$ cat src/rtl/ps2_pkg.sv
`default_nettype none
// ============================================================================
// ps2_pkg : shared port IDs, status bit positions and frame-state encoding
// Rev 1.0
// ============================================================================
package ps2_pkg;

    localparam logic [7:0] PS2_DATA   = 8'd3;
    localparam logic [7:0] PS2_STATUS = 8'd13;

    localparam int ST_NEMPTY = 0;
    localparam int ST_FULL   = 1;
    localparam int ST_OVF    = 2;
    localparam int ST_FERR   = 3;

    typedef enum logic [1:0] {
        IDLE   = 2'd0,
        DATA   = 2'd1,
        PARITY = 2'd2,
        STOP   = 2'd3
    } frame_state_t;

endpackage
`default_nettype wire

$ cat src/rtl/ps2_byte_fifo.sv
`default_nettype none
// ============================================================================
// ps2_byte_fifo : byte FIFO with registered empty/full and dropped-push report
// Rev 1.0
// ============================================================================
module ps2_byte_fifo #(
    parameter int FIFO_AW = 2
) (
    input  logic       clk,
    input  logic       reset,
    input  logic       push,
    input  logic       pop,
    input  logic [7:0] din,
    output logic [7:0] dout,
    output logic       empty,
    output logic       full,
    output logic       drop
);

    localparam int                 DEPTH   = 2 ** FIFO_AW;
    localparam logic [FIFO_AW:0]   CNT_ONE = (FIFO_AW + 1)'(1);
    localparam logic [FIFO_AW:0]   CNT_MAX = (FIFO_AW + 1)'(DEPTH);
    localparam logic [FIFO_AW-1:0] PTR_ONE = FIFO_AW'(1);

    logic [7:0]         mem [DEPTH];
    logic [FIFO_AW-1:0] wr_ptr;
    logic [FIFO_AW-1:0] rd_ptr;
    logic [FIFO_AW:0]   count;
    logic [FIFO_AW:0]   count_nxt;
    logic               do_push;
    logic               do_pop;

    // A pop frees a slot in the same edge, so a push at full still lands.
    assign do_pop  = pop & ~empty;
    assign do_push = push & (~full | do_pop);
    assign drop    = push & full & ~do_pop;
    assign dout    = mem[rd_ptr];

    always_comb begin
        count_nxt = count;
        if (do_push && !do_pop)
            count_nxt = count + CNT_ONE;
        else if (!do_push && do_pop)
            count_nxt = count - CNT_ONE;
    end

    always_ff @(posedge clk or negedge reset) begin
        if (!reset) begin
            wr_ptr <= '0;
            rd_ptr <= '0;
            count  <= '0;
            empty  <= 1'b1;
            full   <= 1'b0;
        end else begin
            if (do_push) wr_ptr <= wr_ptr + PTR_ONE;
            if (do_pop)  rd_ptr <= rd_ptr + PTR_ONE;
            count <= count_nxt;
            empty <= (count_nxt == '0);
            full  <= (count_nxt == CNT_MAX);
        end
    end

    always_ff @(posedge clk) begin
        if (do_push) mem[wr_ptr] <= din;
    end

endmodule
`default_nettype wire

$ cat src/rtl/ps2_keyboard_rx.sv
`default_nettype none
// ============================================================================
// ps2_keyboard_rx : PS/2 keyboard deframer with scan-code FIFO and PicoBlaze read ports
// Rev 1.0
// ============================================================================
module ps2_keyboard_rx
    import ps2_pkg::*;
#(
    parameter logic [7:0] DATA_PORT   = PS2_DATA,
    parameter logic [7:0] STATUS_PORT = PS2_STATUS,
    parameter int         FIFO_AW     = 2,
    parameter int         FILTER_LEN  = 8,
    parameter int         TIMEOUT_CYC = 100000
) (
    input  logic       clk,
    input  logic       reset,
    input  logic       ps2c,
    input  logic       DATA_IN,
    input  logic [7:0] port_id,
    input  logic       read_strobe,
    output logic [7:0] data_out,
    output logic       irq
);

    localparam int            TO_W    = $clog2(TIMEOUT_CYC);
    localparam logic [TO_W-1:0] TO_ONE  = TO_W'(1);
    localparam logic [TO_W-1:0] TO_LAST = TO_W'(TIMEOUT_CYC - 1);

    logic                  ps2c_meta, ps2c_sync;
    logic                  data_meta, data_sync;
    logic [FILTER_LEN-1:0] filt_sr;
    logic                  fclk;
    logic                  fall;

    frame_state_t          state;
    logic [2:0]            bit_cnt;
    logic [7:0]            shreg;
    logic                  par_bit;
    logic [TO_W-1:0]       to_cnt;

    logic                  frame_ok, push, frame_bad, pop, stat_rd;
    logic                  overflow, frame_err;
    logic [7:0]            fifo_dout;
    logic                  fifo_empty, fifo_full, fifo_drop;

    always_ff @(posedge clk or negedge reset) begin
        if (!reset) begin
            ps2c_meta <= 1'b1;
            ps2c_sync <= 1'b1;
            data_meta <= 1'b1;
            data_sync <= 1'b1;
            filt_sr   <= '1;
            fclk      <= 1'b1;
        end else begin
            ps2c_meta <= ps2c;
            ps2c_sync <= ps2c_meta;
            data_meta <= DATA_IN;
            data_sync <= data_meta;
            filt_sr   <= {filt_sr[FILTER_LEN-2:0], ps2c_sync};
            if (&filt_sr)
                fclk <= 1'b1;
            else if (~|filt_sr)
                fclk <= 1'b0;
        end
    end

    // High for exactly the cycle in which fclk is about to drop.
    assign fall = fclk & ~|filt_sr;

    always_ff @(posedge clk or negedge reset) begin
        if (!reset) begin
            state   <= IDLE;
            bit_cnt <= 3'd0;
            shreg   <= 8'h00;
            par_bit <= 1'b0;
            to_cnt  <= '0;
        end else if (fall) begin
            to_cnt <= '0;
            case (state)
                IDLE: begin
                    if (!data_sync) begin
                        state   <= DATA;
                        bit_cnt <= 3'd0;
                    end
                end
                DATA: begin
                    shreg   <= {data_sync, shreg[7:1]};
                    bit_cnt <= bit_cnt + 3'd1;
                    if (bit_cnt == 3'd7) state <= PARITY;
                end
                PARITY: begin
                    par_bit <= data_sync;
                    state   <= STOP;
                end
                default: state <= IDLE;
            endcase
        end else if (state != IDLE) begin
            if (to_cnt == TO_LAST) begin
                state  <= IDLE;
                to_cnt <= '0;
            end else begin
                to_cnt <= to_cnt + TO_ONE;
            end
        end
    end

    // Odd parity: data bits plus parity bit must contain an odd number of ones.
    assign frame_ok  = data_sync & (^{shreg, par_bit});
    assign push      = fall & (state == STOP) & frame_ok;
    assign frame_bad = fall & (state == STOP) & ~frame_ok;
    assign pop       = read_strobe & (port_id == DATA_PORT);
    assign stat_rd   = read_strobe & (port_id == STATUS_PORT);

    ps2_byte_fifo #(
        .FIFO_AW (FIFO_AW)
    ) u_fifo (
        .clk   (clk),
        .reset (reset),
        .push  (push),
        .pop   (pop),
        .din   (shreg),
        .dout  (fifo_dout),
        .empty (fifo_empty),
        .full  (fifo_full),
        .drop  (fifo_drop)
    );

    // A new error on the clearing edge takes priority over the clear.
    always_ff @(posedge clk or negedge reset) begin
        if (!reset) begin
            overflow  <= 1'b0;
            frame_err <= 1'b0;
        end else begin
            overflow  <= fifo_drop | (overflow & ~stat_rd);
            frame_err <= frame_bad | (frame_err & ~stat_rd);
        end
    end

    assign irq = ~fifo_empty;

    always_comb begin
        data_out = 8'h00;
        if (port_id == DATA_PORT) begin
            if (!fifo_empty) data_out = fifo_dout;
        end else if (port_id == STATUS_PORT) begin
            data_out[ST_NEMPTY] = ~fifo_empty;
            data_out[ST_FULL]   = fifo_full;
            data_out[ST_OVF]    = overflow;
            data_out[ST_FERR]   = frame_err;
        end
    end

endmodule
`default_nettype wire

$ cat config.mk
export PLATFORM = sky130hd
export DESIGN_NAME = ps2_keyboard_rx
export DESIGN_NICKNAME = d
export VERILOG_FILES = /design/src/rtl/ps2_pkg.sv /design/src/rtl/ps2_byte_fifo.sv /design/src/rtl/ps2_keyboard_rx.sv
export SDC_FILE = /design/constraint.sdc
export NUM_CORES = 1
export LEC_CHECK = 0
export CAP_MARGIN = 20
export CORE_MARGIN = 4
export CORE_UTILIZATION = 25
export DETAILED_ROUTE_END_ITERATION = 16
export MAX_ROUTING_LAYER = met4
export PLACE_DENSITY = 0.48
export SLEW_MARGIN = 20
export SYNTH_ARGS = -nofsm -noshare
export SYNTH_HDL_FRONTEND = slang
export SYNTH_SLANG_ARGS = --single-unit
export TNS_END_PERCENT = 20
$ cat constraint.sdc
create_clock -name clk -period 5.9 [get_ports clk]
set_input_delay 1.77 -clock clk [delete_from_list [all_inputs] [get_ports clk]]
set_output_delay 1.77 -clock clk [all_outputs]
set_load 0.02 [all_outputs]
* Yosys cells after proc, flatten, opt, wreduce, memory -nomap -nowiden
Memory sizes are Yosys's and may differ from the RTL's. Index checks and enable logic that the tools add are counted.
Word-level totals: flip-flop bits (word level) 55, bits in writable memories 32, bits of input ports 13, logic and storage cells 97, memories kept 1
Memory list:
- u_fifo.mem | words 4, width 8, rd ports 1, clocked after memory_dff 0, wr ports 1, RTL line ps2_byte_fifo.sv:25 | logic [7:0] mem [DEPTH];
Operators by class: add/sub/neg operators 6, equality and inequality tests 12, multiplexer cells 21, bitwise logic cells 21, reduce and logical (&&, ||, !) cells 18
Operators with widths (count):
- $mux W17 | 3
- $add A17 B1 Y17 const B | 1
- $eq A17 B17 Y1 const B | 1
- $and A1 B1 Y1 | 13
- $mux W4 | 3
- $mux W2 | 5
- $mux W3 | 3
- $reduce_xor A9 Y1 | 1
- $eq A8 B2 Y1 const B | 1
- $eq A8 B4 Y1 const B | 1
- $mux W8 | 1
- $reduce_and A8 Y1 | 1
- $reduce_bool A2 Y1 | 4
- $reduce_or A8 Y1 | 1
- $add A3 B1 Y3 const B | 2
- $eq A3 B3 Y1 const B | 2
- $ne A3 B3 Y1 const B | 2
- $pmux W2 S3 | 1
- $pmux W3 S2 | 1
- $not A1 Y1 | 5
- $add A2 B1 Y2 const B | 2
- $eq A2 B2 Y1 const B | 2
- $mux W1 | 4
- $ne A2 B2 Y1 const B | 2
- 10 further kinds | 16

* Logic depth before layout (Yosys ltp)
depth after elaboration 11, gate-level depth with buffers 8, mapped depth without buffers 8

* Modules after synthesis
From an unflattened synthesis, not the netlist that was laid out.
Unflattened totals: cell total of the unflattened synthesis 301, area total of the unflattened synthesis 3986.3 um^2
By module, submodules not included:
- ps2_keyboard_rx | times used 1, cells each 211, area an instance 2294.7 um^2, sequential area each 1167.4 um^2
- ps2_byte_fifo | times used 1, cells each 90, area an instance 1691.6 um^2, sequential area each 1187.4 um^2

* Worst setup path before layout
OpenSTA, ideal clock, no wires.
kind input to output, start in port_id[6], end out data_out[0], arrival time 3.217 ns, required time 4.130 ns, slack 0.913 ns, cell stages on the path 3, buffers on the path 0, path through or4b_1 > nor4_1 > a32o_1
On the way: longest elaborated chain between the ends 3, elaborated cells between the ends (all ways) 4
RTL lines:
- from (decl) | RTL line ps2_keyboard_rx.sv:19 | input logic [7:0] port_id,
- $eq A8 B4 Y1 | RTL line ps2_keyboard_rx.sv:145 | end else if (port_id == STATUS_PORT) begin
- $mux W4 | RTL line ps2_keyboard_rx.sv:145
- $mux W4 * | RTL line ps2_keyboard_rx.sv:143 | if (port_id == DATA_PORT) begin
- to (decl) | RTL line ps2_keyboard_rx.sv:21 | output logic [7:0] data_out,
Every way passes the cells marked *; elsewhere a longest branch is shown, timed or not.

* Worst setup path in the final report
start in port_id[6], end out data_out[2]
Same word-level chain as after synthesis.

==> metrics <==
worst hold slack=0.356 ns; synthesized cell area=4060 µm²; Clk Latency, worst-skew pair=0.34 ns; Max Cap Viol=0; Buffers on Ports=21; Post-synth EDFFs=32; H-tree Lvls=3; largest net degree at the start of global routing=56; leakage=1.99 nW; pwr dens=267 nW/µm²; largest family of logic cells by synthesized area=simple AND/OR/NAND/NOR gates; slew margin rel.=53.0%; pre-CTS setup slack=0.215 ns; area of the multi-input gates=1620 µm²; unrepaired setup endpoints after global routing=no; Post-DRT Antenna Nets=0; Synth Area in XOR/XNOR=5.52%; Netlist cell types=49; clk_skew=0.00690 ns; CTS Root Cell=clkbuf_16; Iter 0 DRT Violations=167; fill cell count=1,625; commonest non-fill, non-tap cells in the layout=dfrtp_1, edfxtp_1, nand2_1; syn_area_per_cell=12.9 µm²; mux cell area share after synthesis=9.98%; flip-flop and latch area=2350 µm²; shortest period the worst path allows=5.69 ns; initial antenna violation count=0; final slew viol count=0; # IOs=22; simple-gate portion of the synthesized area=14.4%; CTS clk-pin slew, worst paths=0.07 ns; post-synthesis adder-cell area fraction=4.01%; final setup vio count=0; Via density=4.39; Synth Area in Compound Gates=6.04%; Seq/Total Area, Yosys=58.0%; post-layout net count=368; DRC Markers=0; drt pass-1 iters=4; post-DP HPWL=5150 µm; crit path kind=primary input to output port; Antenna Cells=0; status=finished, final reports clean; crit path from=port_id[6]; Die W=135 µm; # hold bufs at CTS=0; CTS buffer count=9; most common flop cell mapped by yosys=dfrtp_1; Tcrit/Tclk final=96.5%; commonest non-fill, non-tap cell in the layout=dfrtp_1; Hold Crit Start=ps2c_meta; crit path launch type=primary input; post-CTS sizing=0; Crit Path Max Fanout=6; Syn Inst Count=314; Fin. Hold Viols=0; vias in the first global route=2,544; peak supply drop=0.137 mV; total number of vias=2,470; Yosys Warn Count=0; setup tns final=0 ns; # rows=46; GRT overflow=0; Arrival @ worst endpoint=3.92 ns; setup bufs post-CTS=0; die area=18,300 µm²; core box area=15,900 µm²; Async SR Flop Fraction=63.2%; Tightest Pin Transition=0.705 ns; post-DR wirelength/cell=13.5 µm; Max Fclk=176 MHz; Hold Crit Class=flip-flop to flip-flop; # clock sinks=87; Starting Density=25.6%; Clock Tree Buf Depth=2; Post-Route WL=7620 µm; Final WS setup=0.207 ns; Die Ht=135 µm; GPL Wtd Cong=0.778; GRT Total Usage=9.18%; CTS tree=built; synth-to-layout area growth=19.0%; WP data required=4.13 ns; share of layout cells above drive strength 1=17.3%; Yosys reg bits=87; Mapped Nets=340; first-pass GRT wire length=13,000 µm; FF-to-FF Start=shreg[4]; Crit. End Element=output port
==> through the flow <==
stage	instance area, µm²	util [%]	power, mW	instances
2_1_floorplan	4060	-	0.708	314
3_5_place_dp	4530	28.5	0.743	547
6_report	4830	30.4	1.29	563
3_3_place_gp	4530	28.5	0.742	547
5_1_grt	4830	30.4	1.35	563
4_1_cts	4830	30.4	1.31	563
==> path summary, 6_finish.rpt <==
kind | slack [ns] | cells past startpoint | to
max | 0.21 | 6 | data_out[2]
min | 0.36 | 0 | ps2c_sync
max reg2reg | 3.04 | 6 | u_fifo.mem[0][0]
min reg2reg | 0.36 | 0 | ps2c_sync
max in group asynchronous | 3.87 | 2 | u_fifo.rd_ptr[1]
min in group asynchronous | 1.57 | 2 | to_cnt[10]
==> layout make-up <==
class                   instances  area share, %
well taps                     216           5.59
clock inverters                 7           1.61
inverters                      13           1.01
clock buffers                   9           4.66
repair buffers                 25           4.87
multi-input cells             206           33.5
flip-flops and latches         87           48.7
==> worst max-delay path, cell delays in order <==
cell and delay (ns):
clkdlybuf4s50_1 0.39, or4b_1 0.57, nor4_1 0.26, buf_4 0.19
a32o_1 0.12, clkdlybuf4s50_1 0.62
==> registers in the layout, summed over array words and instances (netlist names) <==
register,count
u_fifo.mem,32
fclk,1
u_fifo.rd_ptr,2
filt_sr,8
data_meta,1
ps2c_meta,1
u_fifo.count,3
par_bit,1
u_fifo.empty,1
bit_cnt,3
shreg,8
to_cnt,17
u_fifo.full,1
frame_err,1
overflow,1
state,2
ps2c_sync,1
data_sync,1
u_fifo.wr_ptr,2
==> where the power goes <==
group | internal, mW | switching, mW
logic | 0.0344 | 0.0403
registers | 0.641 | 0.0139
clock network | 0.299 | 0.258
==> cells in the mapped netlist, drive strengths merged (2+ instances only) <==
library cell / n / area share, %
a21oi: 7 / 0.86
a22o: 3 / 0.65
a32o: 4 / 0.99
and2: 7 / 1.1
and3: 10 / 1.5
and4: 3 / 0.65
buf: 4 / 0.52
clkbuf: 4 / 0.37
dfrtp: 41 / 25
dfstp: 14 / 9.1
edfxtp: 32 / 24
ha: 13 / 4.0
inv: 13 / 1.2
mux2: 12 / 3.3
mux2i: 9 / 2.2
mux4: 8 / 4.4
nand2: 25 / 2.3
nand2b: 4 / 0.62
nand3: 9 / 1.2
nand4: 7 / 1.1
nor2: 20 / 1.8
nor3: 3 / 0.65
nor4: 2 / 0.31
nor4b: 2 / 0.43
nor4bb: 2 / 0.49
o21ai: 14 / 1.7
or3: 2 / 0.31
or4: 2 / 0.55
xnor2: 11 / 2.4
xor2: 12 / 2.6
==> cells by family (layout without fill, tap and decap cells) <==
| logic type | after synthesis | in the layout |
|---|---|---|
| buf+inv | 21 | 54 |
| xor+xnor | 24 | 24 |
| mux | 29 | 29 |
| flops | 87 | 87 |
| compound gates | 36 | 36 |
| fa+ha+maj | 13 | 13 |
| simple gates | 104 | 104 |
==> routing by layer <==
metal	vias to the layer above	share of wire, %	GRT usage, %
li1	1198	-	-
met1	1226	47	11.7
met2	38	48	14.4
met3	8	4.2	2.56
met4	0	1.1	2.52
met5	-	0	-
(Power assumes the default switching activity.)
